$ cat config.mk
export PLATFORM = sky130hd
export DESIGN_NAME = vram_arbiter
export DESIGN_NICKNAME = d
export VERILOG_FILES = /design/src/rtl/vga_pkg.sv /design/src/rtl/cell_addr_calc.sv /design/src/rtl/vram_arbiter.sv
export SDC_FILE = /design/constraint.sdc
export NUM_CORES = 1
export LEC_CHECK = 0
export BUFFER_PORTS_ARGS = -buffer_cell sky130_fd_sc_hd__clkbuf_2
export CAP_MARGIN = 30
export CORE_ASPECT_RATIO = 1.4
export CORE_MARGIN = 2
export CORE_UTILIZATION = 55
export DETAILED_ROUTE_END_ITERATION = 12
export GPL_ROUTABILITY_DRIVEN = 0
export HOLD_SLACK_MARGIN = 0.12
export PLACE_DENSITY = 0.87
export SYNTH_ARGS = -nofsm -noshare
export SYNTH_HDL_FRONTEND = slang
export SYNTH_HIERARCHICAL = 1
export SYNTH_SLANG_ARGS = --single-unit
$ cat constraint.sdc
create_clock -name clock -period 3.6 [get_ports clock]
set_input_delay 0 -clock clock [delete_from_list [all_inputs] [get_ports clock]]
set_output_delay 0 -clock clock [all_outputs]
set_load 0.02 [all_outputs]
$ cat src/rtl/vga_pkg.sv
// -----------------------------------------------------------------------------
// vga_pkg
// Shared timing constants for the 640x480 raster (794 x 528 total) and the
// 8x8-pixel cell map, plus small helpers used by the VRAM arbiter.
// No ports (package).
// -----------------------------------------------------------------------------
package vga_pkg;

  localparam logic [9:0] H_ACTIVE   = 10'd640;
  localparam logic [9:0] H_TOTAL    = 10'd794;
  localparam logic [9:0] V_ACTIVE   = 10'd480;
  localparam logic [9:0] V_TOTAL    = 10'd528;
  localparam int         CELL_SHIFT = 3;
  localparam logic [9:0] PREFETCH_H = 10'd788;
  localparam logic [9:0] LINE_END_H = 10'd793;

  // Column-fetch slots sit at phase 2 of each 8-pixel column; the last one
  // (hcount 626) fetches column 79. Transfers sit at phase 7; the last one
  // (hcount 631) hands over column 79.
  localparam logic [2:0] FETCH_PHASE       = 3'd2;
  localparam logic [2:0] XFER_PHASE        = 3'd7;
  localparam logic [9:0] COL_FETCH_LAST_H  = 10'd626;
  localparam logic [9:0] COL_XFER_LAST_H   = 10'd631;

  typedef enum logic [1:0] {
    SLOT_NONE,
    SLOT_COL,
    SLOT_NEXT_LINE
  } slot_e;

  // Line that follows v, wrapping at the end of the frame.
  function automatic logic [9:0] next_line(input logic [9:0] v);
    return (v == V_TOTAL - 10'd1) ? 10'd0 : v + 10'd1;
  endfunction

endpackage

$ cat src/rtl/cell_addr_calc.sv
// -----------------------------------------------------------------------------
// cell_addr_calc
// Combinational cell address: row*80 + col, built as (row<<6)+(row<<4)+col.
// Ports:
//   i_row  [5:0]        cell row    (0..59)
//   i_col  [6:0]        cell column (0..79)
//   o_addr [ADDR_W-1:0] linear cell address
// -----------------------------------------------------------------------------
module cell_addr_calc #(
  parameter int ADDR_W = 13
) (
  input  logic [5:0]        i_row,
  input  logic [6:0]        i_col,
  output logic [ADDR_W-1:0] o_addr
);

  assign o_addr = (ADDR_W'(i_row) << 6) + (ADDR_W'(i_row) << 4) + ADDR_W'(i_col);

endmodule

$ cat src/rtl/vram_arbiter.sv
// -----------------------------------------------------------------------------
// vram_arbiter
// Shares a single-port cell-map memory between the raster display fetch and
// a one-deep game-logic request port. Phase 2 of each active 8-pixel column
// (and hcount 788 for the next line's column 0) is reserved for display;
// every other cycle is granted to game logic. Also emits a frame tick at the
// start of vertical blank.
// Ports:
//   clock, resetn             pixel clock, async active-low reset
//   hcount, vcount            raster position from the sync generator
//   gl_valid/gl_we/gl_addr/gl_wdata   game-logic request
//   gl_ready                  grant (combinational, independent of gl_valid)
//   gl_rvalid/gl_rdata        read response, two cycles after the handshake
//   mem_addr/mem_we/mem_wdata registered memory command
//   mem_rdata                 memory read data, one cycle after mem_addr
//   cell_data                 cell for the current 8-pixel column
//   frame_tick                one-cycle pulse at vertical-blank start
// -----------------------------------------------------------------------------
module vram_arbiter
  import vga_pkg::*;
#(
  parameter int DATA_W = 4,
  parameter int COLS   = 80,
  parameter int ROWS   = 60,
  parameter int ADDR_W = 13
) (
  input  logic              clock,
  input  logic              resetn,
  input  logic [9:0]        hcount,
  input  logic [9:0]        vcount,
  input  logic              gl_valid,
  input  logic              gl_we,
  input  logic [ADDR_W-1:0] gl_addr,
  input  logic [DATA_W-1:0] gl_wdata,
  output logic              gl_ready,
  output logic              gl_rvalid,
  output logic [DATA_W-1:0] gl_rdata,
  output logic [ADDR_W-1:0] mem_addr,
  output logic              mem_we,
  output logic [DATA_W-1:0] mem_wdata,
  input  logic [DATA_W-1:0] mem_rdata,
  output logic [DATA_W-1:0] cell_data,
  output logic              frame_tick
);

  if (COLS * ROWS > (1 << ADDR_W)) begin : g_bad_addr_w
    $error("vram_arbiter: ADDR_W too small for COLS*ROWS");
  end

  // ---------------------------------------------------------------------------
  // Slot decoder
  // ---------------------------------------------------------------------------
  logic [9:0]        w_next_v;
  logic              w_col_slot;
  logic              w_nl_slot;
  slot_e             w_slot;
  logic [5:0]        w_row;
  logic [6:0]        w_col;
  logic [ADDR_W-1:0] w_slot_addr;
  logic              w_accept;
  logic              w_xfer;

  assign w_next_v   = next_line(vcount);
  assign w_col_slot = (vcount < V_ACTIVE) &&
                      (hcount[CELL_SHIFT-1:0] == FETCH_PHASE) &&
                      (hcount <= COL_FETCH_LAST_H);
  assign w_nl_slot  = (hcount == PREFETCH_H) && (w_next_v < V_ACTIVE);

  // NOTE: every signal assigned in always_comb gets a default first so no
  // path leaves it unassigned, which would infer a latch.
  always_comb begin
    w_slot = SLOT_NONE;
    if (w_col_slot)     w_slot = SLOT_COL;
    else if (w_nl_slot) w_slot = SLOT_NEXT_LINE;
  end

  // One address calculator serves both fetch kinds. A column fetch reads the
  // column after the one currently being drawn.
  always_comb begin
    w_row = vcount[CELL_SHIFT+5:CELL_SHIFT];
    w_col = hcount[9:CELL_SHIFT] + 7'd1;
    if (w_slot == SLOT_NEXT_LINE) begin
      w_row = w_next_v[CELL_SHIFT+5:CELL_SHIFT];
      w_col = 7'd0;
    end
  end

  cell_addr_calc #(.ADDR_W(ADDR_W)) u_cell_addr_calc (
    .i_row  (w_row),
    .i_col  (w_col),
    .o_addr (w_slot_addr)
  );

  assign gl_ready = (w_slot == SLOT_NONE);
  assign w_accept = gl_valid && gl_ready;
  assign w_xfer   = ((hcount[CELL_SHIFT-1:0] == XFER_PHASE) && (hcount <= COL_XFER_LAST_H)) ||
                    (hcount == LINE_END_H);

  // ---------------------------------------------------------------------------
  // Command, response and capture registers
  // ---------------------------------------------------------------------------
  logic [ADDR_W-1:0] r_mem_addr;
  logic              r_mem_we;
  logic [DATA_W-1:0] r_mem_wdata;
  logic              r_disp_tag;   // command on mem_* is a display fetch
  logic              r_disp_rdy;   // mem_rdata holds display data
  logic              r_rd_tag;     // command on mem_* is a game read
  logic              r_rvalid;     // mem_rdata holds game read data
  logic [DATA_W-1:0] r_next_cell;
  logic [DATA_W-1:0] r_cell_data;
  logic              r_frame_tick;

  // NOTE: sequential state uses non-blocking assignments so every register
  // samples the pre-edge values, independent of statement order.
  always_ff @(posedge clock or negedge resetn) begin
    if (!resetn) begin
      r_mem_addr   <= '0;
      r_mem_we     <= 1'b0;
      r_mem_wdata  <= '0;
      r_disp_tag   <= 1'b0;
      r_disp_rdy   <= 1'b0;
      r_rd_tag     <= 1'b0;
      r_rvalid     <= 1'b0;
      r_next_cell  <= '0;
      r_cell_data  <= '0;
      r_frame_tick <= 1'b0;
    end else begin
      // Idle cycles keep the last address but never write.
      r_mem_we   <= 1'b0;
      r_disp_tag <= 1'b0;
      r_rd_tag   <= 1'b0;
      if (w_slot != SLOT_NONE) begin
        r_mem_addr <= w_slot_addr;
        r_disp_tag <= 1'b1;
      end else if (w_accept) begin
        r_mem_addr  <= gl_addr;
        r_mem_we    <= gl_we;
        r_mem_wdata <= gl_wdata;
        r_rd_tag    <= !gl_we;
      end

      r_disp_rdy <= r_disp_tag;
      r_rvalid   <= r_rd_tag;

      if (r_disp_rdy) r_next_cell <= mem_rdata;
      if (w_xfer)     r_cell_data <= r_next_cell;

      r_frame_tick <= (hcount == LINE_END_H) && (vcount == V_ACTIVE - 10'd1);
    end
  end

  assign mem_addr   = r_mem_addr;
  assign mem_we     = r_mem_we;
  assign mem_wdata  = r_mem_wdata;
  assign gl_rvalid  = r_rvalid;
  // Read data comes straight from memory in the response cycle; it is gated
  // so the port reads zero whenever no response is being presented.
  assign gl_rdata   = r_rvalid ? mem_rdata : '0;
  assign cell_data  = r_cell_data;
  assign frame_tick = r_frame_tick;

endmodule

# == Word-level counts from Yosys, hierarchy flattened ==
# Cells that the tools add are included.
# classes
addsub,4
magnitude_cmp,4
n_eq_ne,7
muxes,13
n_bitwise,1
reduce_logical,12
# ops
operator,n
$eq A10 B10 Y1 const B,3
$mux W13,2
$le A10 B10 Y1 const B,2
$lt A10 B9 Y1 const B,2
$add A12 B10 Y13,1
$add A13 B7 Y13,1
$add A10 B1 Y10 const B,1
$eq A10 B9 Y1 const B,1
$mux W10,1
$add A7 B1 Y7 const B,1
$mux W7,1
$logic_and A1 B1 Y1,6
$mux W6,1
$mux W1,5
$mux W2,2
$mux W4,1
$reduce_bool A2 Y1,2
$eq A3 B2 Y1 const B,1
$eq A3 B3 Y1 const B,1
$eq A2 B2 Y1 const B,1
$logic_not A2 Y1,1
$reduce_and A2 Y1,1
$logic_not A1 Y1,1
$logic_or A1 B1 Y1,1
$not A1 Y1,1
# word_totals
ff_bits,31
in_bits,45
output_inout_bits,29
wordCells,51

# == Logic depth before layout (Yosys ltp) ==
# logic_depth
word_depth,11
depth_mapped,15
mapped_depth_nobuf,14

# == Modules after synthesis ==
# The synthesis kept the hierarchy.
# by_module_without_submodules
mod,instances,cells_each,area_each_um2,seq_area_each_um2
vram_arbiter,1,152,1840.5,775.7
cell_addr_calc,1,44,382.9,0.0

# == Worst setup path after synthesis ==
# No wires, ideal clock.
# synth_timing
path_type,input-to-reg
startpoint,input port vcount[6]
endpoint,register r_mem_addr[11] (netlist: mem_addr[11])
setup_ps,125
arrival_ps,3272
t_required_ps,3475
setup_slack_ps,203
stages,14
path_buffers,1
cell_sequence,buf_2 or4_4 o22ai_4 a211oi_2 nor3_1 xor2_1 fa_1 inv_1 fa_1 nor2b_1 o31a_1 nor4_1 a311o_1 mux2_4
# synth_via
elab_chain_cells,11
elab_cells_between_ends,20
classes_between,3 x add/sub; 2 x order compare; 2 x eq/ne; 6 x mux; 7 x reduce/logical
# synth_rtl
item,line,rtl
start: declaration,vram_arbiter.sv:30,"input logic [9:0] vcount,"
$add A10 B1 Y10 or $eq A10 B10 Y1 (tied branches),vga_pkg.sv:33,return (v == V_TOTAL - 10'd1) ? 10'd0 : v + 10'd1;
$mux W10,vga_pkg.sv:33,
$lt A10 B9 Y1,vram_arbiter.sv:67,assign w_nl_slot = (hcount == PREFETCH_H) && (w_next_v < V_ACTIVE);
$logic_and A1 B1 Y1,vram_arbiter.sv:67,
$mux W2,vram_arbiter.sv:74,else if (w_nl_slot) w_slot = SLOT_NEXT_LINE;
$mux W2,vram_arbiter.sv:73,if (w_col_slot) w_slot = SLOT_COL;
$eq A2 B2 Y1,vram_arbiter.sv:82,if (w_slot == SLOT_NEXT_LINE) begin
$mux W6 (*),vram_arbiter.sv:82,
named net w_row[2],vram_arbiter.sv:57,logic [5:0] w_row;
$add A12 B10 Y13 (*),cell_addr_calc.sv:17,assign o_addr = (ADDR_W'(i_row) << 6) + (ADDR_W'(i_row) << 4) + ADDR_W'(i_col);
$add A13 B7 Y13 (*),cell_addr_calc.sv:17,
named net w_slot_addr[11],vram_arbiter.sv:59,logic [ADDR_W-1:0] w_slot_addr;
$mux W13 (*),vram_arbiter.sv:132,if (w_slot != SLOT_NONE) begin
end signal: assignment,vram_arbiter.sv:133,r_mem_addr <= w_slot_addr;
end signal: assignment,vram_arbiter.sv:136,r_mem_addr <= gl_addr;
end: declaration,vram_arbiter.sv:102,logic [ADDR_W-1:0] r_mem_addr;
# Mark *: on every way through the listed nets, which the timed path passes. The rest lies on a longest branch.
# A chain may end at the register's enable or synchronous reset.

# == Worst setup path after layout ==
# layout_timing
startpoint,input port hcount[2]
endpoint,register r_mem_addr[11] (netlist: mem_addr[11])
# layout_via
elab_chain_cells,9
elab_cells_between_ends,18
classes_between,2 x add/sub; 1 x order compare; 3 x eq/ne; 5 x mux; 7 x reduce/logical
# layout_rtl
item,line,rtl
start: declaration,vram_arbiter.sv:29,"input logic [9:0] hcount,"
"parallel branches: the longest is 3 deep, another holds $le A10 B10 Y1",-,
$mux W2 (*),vram_arbiter.sv:73,
$eq A2 B2 Y1 (*),vram_arbiter.sv:82,
$mux W6 (*),vram_arbiter.sv:82,
named net w_row[0],vram_arbiter.sv:57,
$add A12 B10 Y13 (*),cell_addr_calc.sv:17,
$add A13 B7 Y13 (*),cell_addr_calc.sv:17,
named net w_slot_addr[11],vram_arbiter.sv:59,
$mux W13 (*),vram_arbiter.sv:132,
# Mark *: on every way through the listed nets, which the timed path passes.

==> flow_summary.toml <==
[clock_tree]
cts_tree = "built"
cts.sinks = 31
clock_tree.root_cell = "clkbuf_8"
clock_latency_ns = 0.28
h-tree-depth = 2
path_clk_slew_ns = 0.06
cts_buffers = 5
clockBufferDepth = 2

[timing]
hold_viol = 0
setup_violations = 0
slew_violations = 0
fin_crit_sh_pct = 93.9
finClkSkew_ns = 0.00487
slew_headroom_pct = 50.7
fmax_ghz = 0.296
worst_pin_slew_ns = 0.740
min_period_ns = 3.38
setup_slack_ns = 0.221
whs_ns = 0.136
setup_tns_ns = 0

[hold_path]
holdCritPathClass = "in2reg"

[setup_path]
worstPathRequired_ns = 3.76
startpoint_type = "input port"
worstPathArrival_ns = 3.54
worstSetupPathType = "in2reg"
crit_path_max_fanout = 5
r2r_setup_slack_ns = 2.55
crit_path_end_kind = "flop"

[placed_design]
hpwlAfterDp_um = 3590
numPlacedInstances = 306
port_buffers = 73
pre_cts_ws_ns = 0.0319
place_area_um2 = 2610

[outcome]
status = "complete, no violations"

[drt]
wl_per_cell_um = 15.8
route.detailed.drc = 0
first_iter_violations = 74
ant_nets = 0
drt_wl_total_um = 5400
via_per_inst = 5.58
drt_first_pass_iters = 4
vias = 1904

[finish]
diodes = 0
finalInstanceArea_um2 = 2990
layout-drive-gt1-share_pct = 46.6
final.fill_count = 247
syn_to_final_growth_pct = 34.6
fin_util_pct = 76.3
fin_cells = 341
final_nets = 356

[power]
p_leak_nw = 1.47
clkPwrFrac_pct = 29.7
p_int_mw = 0.791
p_sw_mw = 0.353
p_total_mw = 1.14
seqPwrFrac_pct = 37.9
swShare_pct = 30.8
p_comb_share_pct = 32.4
p_per_area_nw_per_um2 = 382
peakVddDrop_mv = 0.457

[synthesis]
ys_ff_latch = 31
synth.area.top_cells = "dfrtp_1 35%, mux2_2 14%, mux2_4 8.1%, ha_1 6.8%, xor2_1 2.8%"
netlist_top_cells_count = "31 x dfrtp_1, 27 x mux2_2, 12 x ha_1, 12 x mux2_4, 10 x nor2_1"
yosysTopAreaCell = "dfrtp_1"
synth_edf_count = 0
synth_ff_type = "dfrtp_1"
ys_seq_area_share_pct = 34.9
synth_top_area_share_pct = 34.9
syn-cell-area_um2 = 2220
synth_nets = 255
ys_types = 54
yosysMostFrequentCell = "dfrtp_1"
yosysWarnings = 6
async_flop_share_pct = 100
avgSynthCellArea_um2 = 11.3
syn_inst = 196

[global_route]
antenna_found_initial = 0
grt_pass1_vias = 1942
grt_max_degree = 32
grt_pass1_wl_um = 8780
grt_overflow = 0
track_usage_pct = 24.5

[flow_run]
cap_violations = 0

[floorplanning]
die_area_um2 = 4570
die_h_um = 79.2
fp.coreArea_um2 = 3920
io_pins = 74
fp.dieW_um = 57.7
rows = 27
start_util_pct = 56.7
## cells in the final DEF, fill, tap and decap left out, drive strengths merged, types with 7 or more instances in the layout
master       synthesis  routed
xor2                 7       7
inv                  8       8
nor2                10      10
dfrtp               31      31
clkbuf               4      78
ha                  12      12
mux2                39      39
dlygate4sd3          0      26
## power groups by stage
| stage | registers [mW] | logic [mW] | clock network (mW) |
|---|---|---|---|
| 2_1_floorplan | 0.490 | 0.180 | 0 |
| 6_report | 0.434 | 0.370 | 0.340 |
| 4_1_cts | 0.432 | 0.365 | 0.340 |
| 5_1_grt | 0.440 | 0.403 | 0.358 |
| 3_5_place_dp | 0.438 | 0.343 | 0 |
| 3_3_place_gp | 0.434 | 0.334 | 0 |
## metal layers
metal	global-route usage, %	routed length [um]
met4	6.98	44
met3	2.44	268
met1	26.0	2130
met5	0	0
met2	49.0	2960
## worst paths after layout
kind	start	end	cells after the start
worst max-delay path	hcount[2]	mem_addr[11]$_DFFE_PN0P_	14
worst min-delay path	hcount[6]	mem_addr[3]$_DFFE_PN0P_	3
worst max register to register	mem_addr[5]$_DFFE_PN0P_	mem_addr[5]$_DFFE_PN0P_	2
worst min register to register	r_disp_tag$_DFF_PN0_	r_disp_rdy$_DFF_PN0_	0
max in group asynchronous	resetn	mem_addr[9]$_DFFE_PN0P_	2
min in group asynchronous	resetn	mem_addr[5]$_DFFE_PN0P_	2
## cell type report
type	count	area, um2	area share, %
Multi-Input combinational cell	146	1350	45.1
Sequential cell	31	776	25.9
Timing Repair Buffer	105	671	22.4
Clock buffer	5	68.8	2.30
Tap cell	43	53.8	1.80
Clock inverter	3	43.8	1.46
Inverter	8	30.0	1.00
## flip-flops by register name, indices dropped and copies added (netlist names)
name	cells
cell_data	4
frame_tick	1
gl_rvalid	1
mem_addr	13
mem_wdata	4
mem_we	1
r_disp_rdy	1
r_disp_tag	1
r_next_cell	4
r_rd_tag	1
## critical path: stages
cell and delay (ns):
dlygate4sd3_1 0.52, clkbuf_2 0.14, nor3b_2 0.25, o311a_1 0.26, nand3_1 0.10, xnor2_1 0.18
fa_1 0.57, inv_1 0.06, fa_1 0.46, nor2b_1 0.16, o31a_1 0.19, nor4_1 0.06
a311o_1 0.32, mux2_4 0.26
## repair_timing
| action | CTS | global route |
|---|---|---|
| gates resized for setup | 0 | 1 |
| hold buffers | 26 | 0 |
| setup buffers | 0 | 1 |
| endpoints found under the setup margin | 0 | 2 |
| hold endpoints to repair | 55 | 0 |
## cells by family after synthesis
| family | synth area share, % |
|---|---|
| AND/OR/NAND/NOR | 14.7 |
| multiplexers | 21.8 |
| flip-flops | 34.9 |
| AO/OA/AOI/OAI | 10.7 |
| buffers and inverters | 4.67 |
| adder cells (fa/ha/maj) | 8.55 |
| XOR/XNOR | 4.73 |
Note: power is estimated with default switching activity, not from simulation.
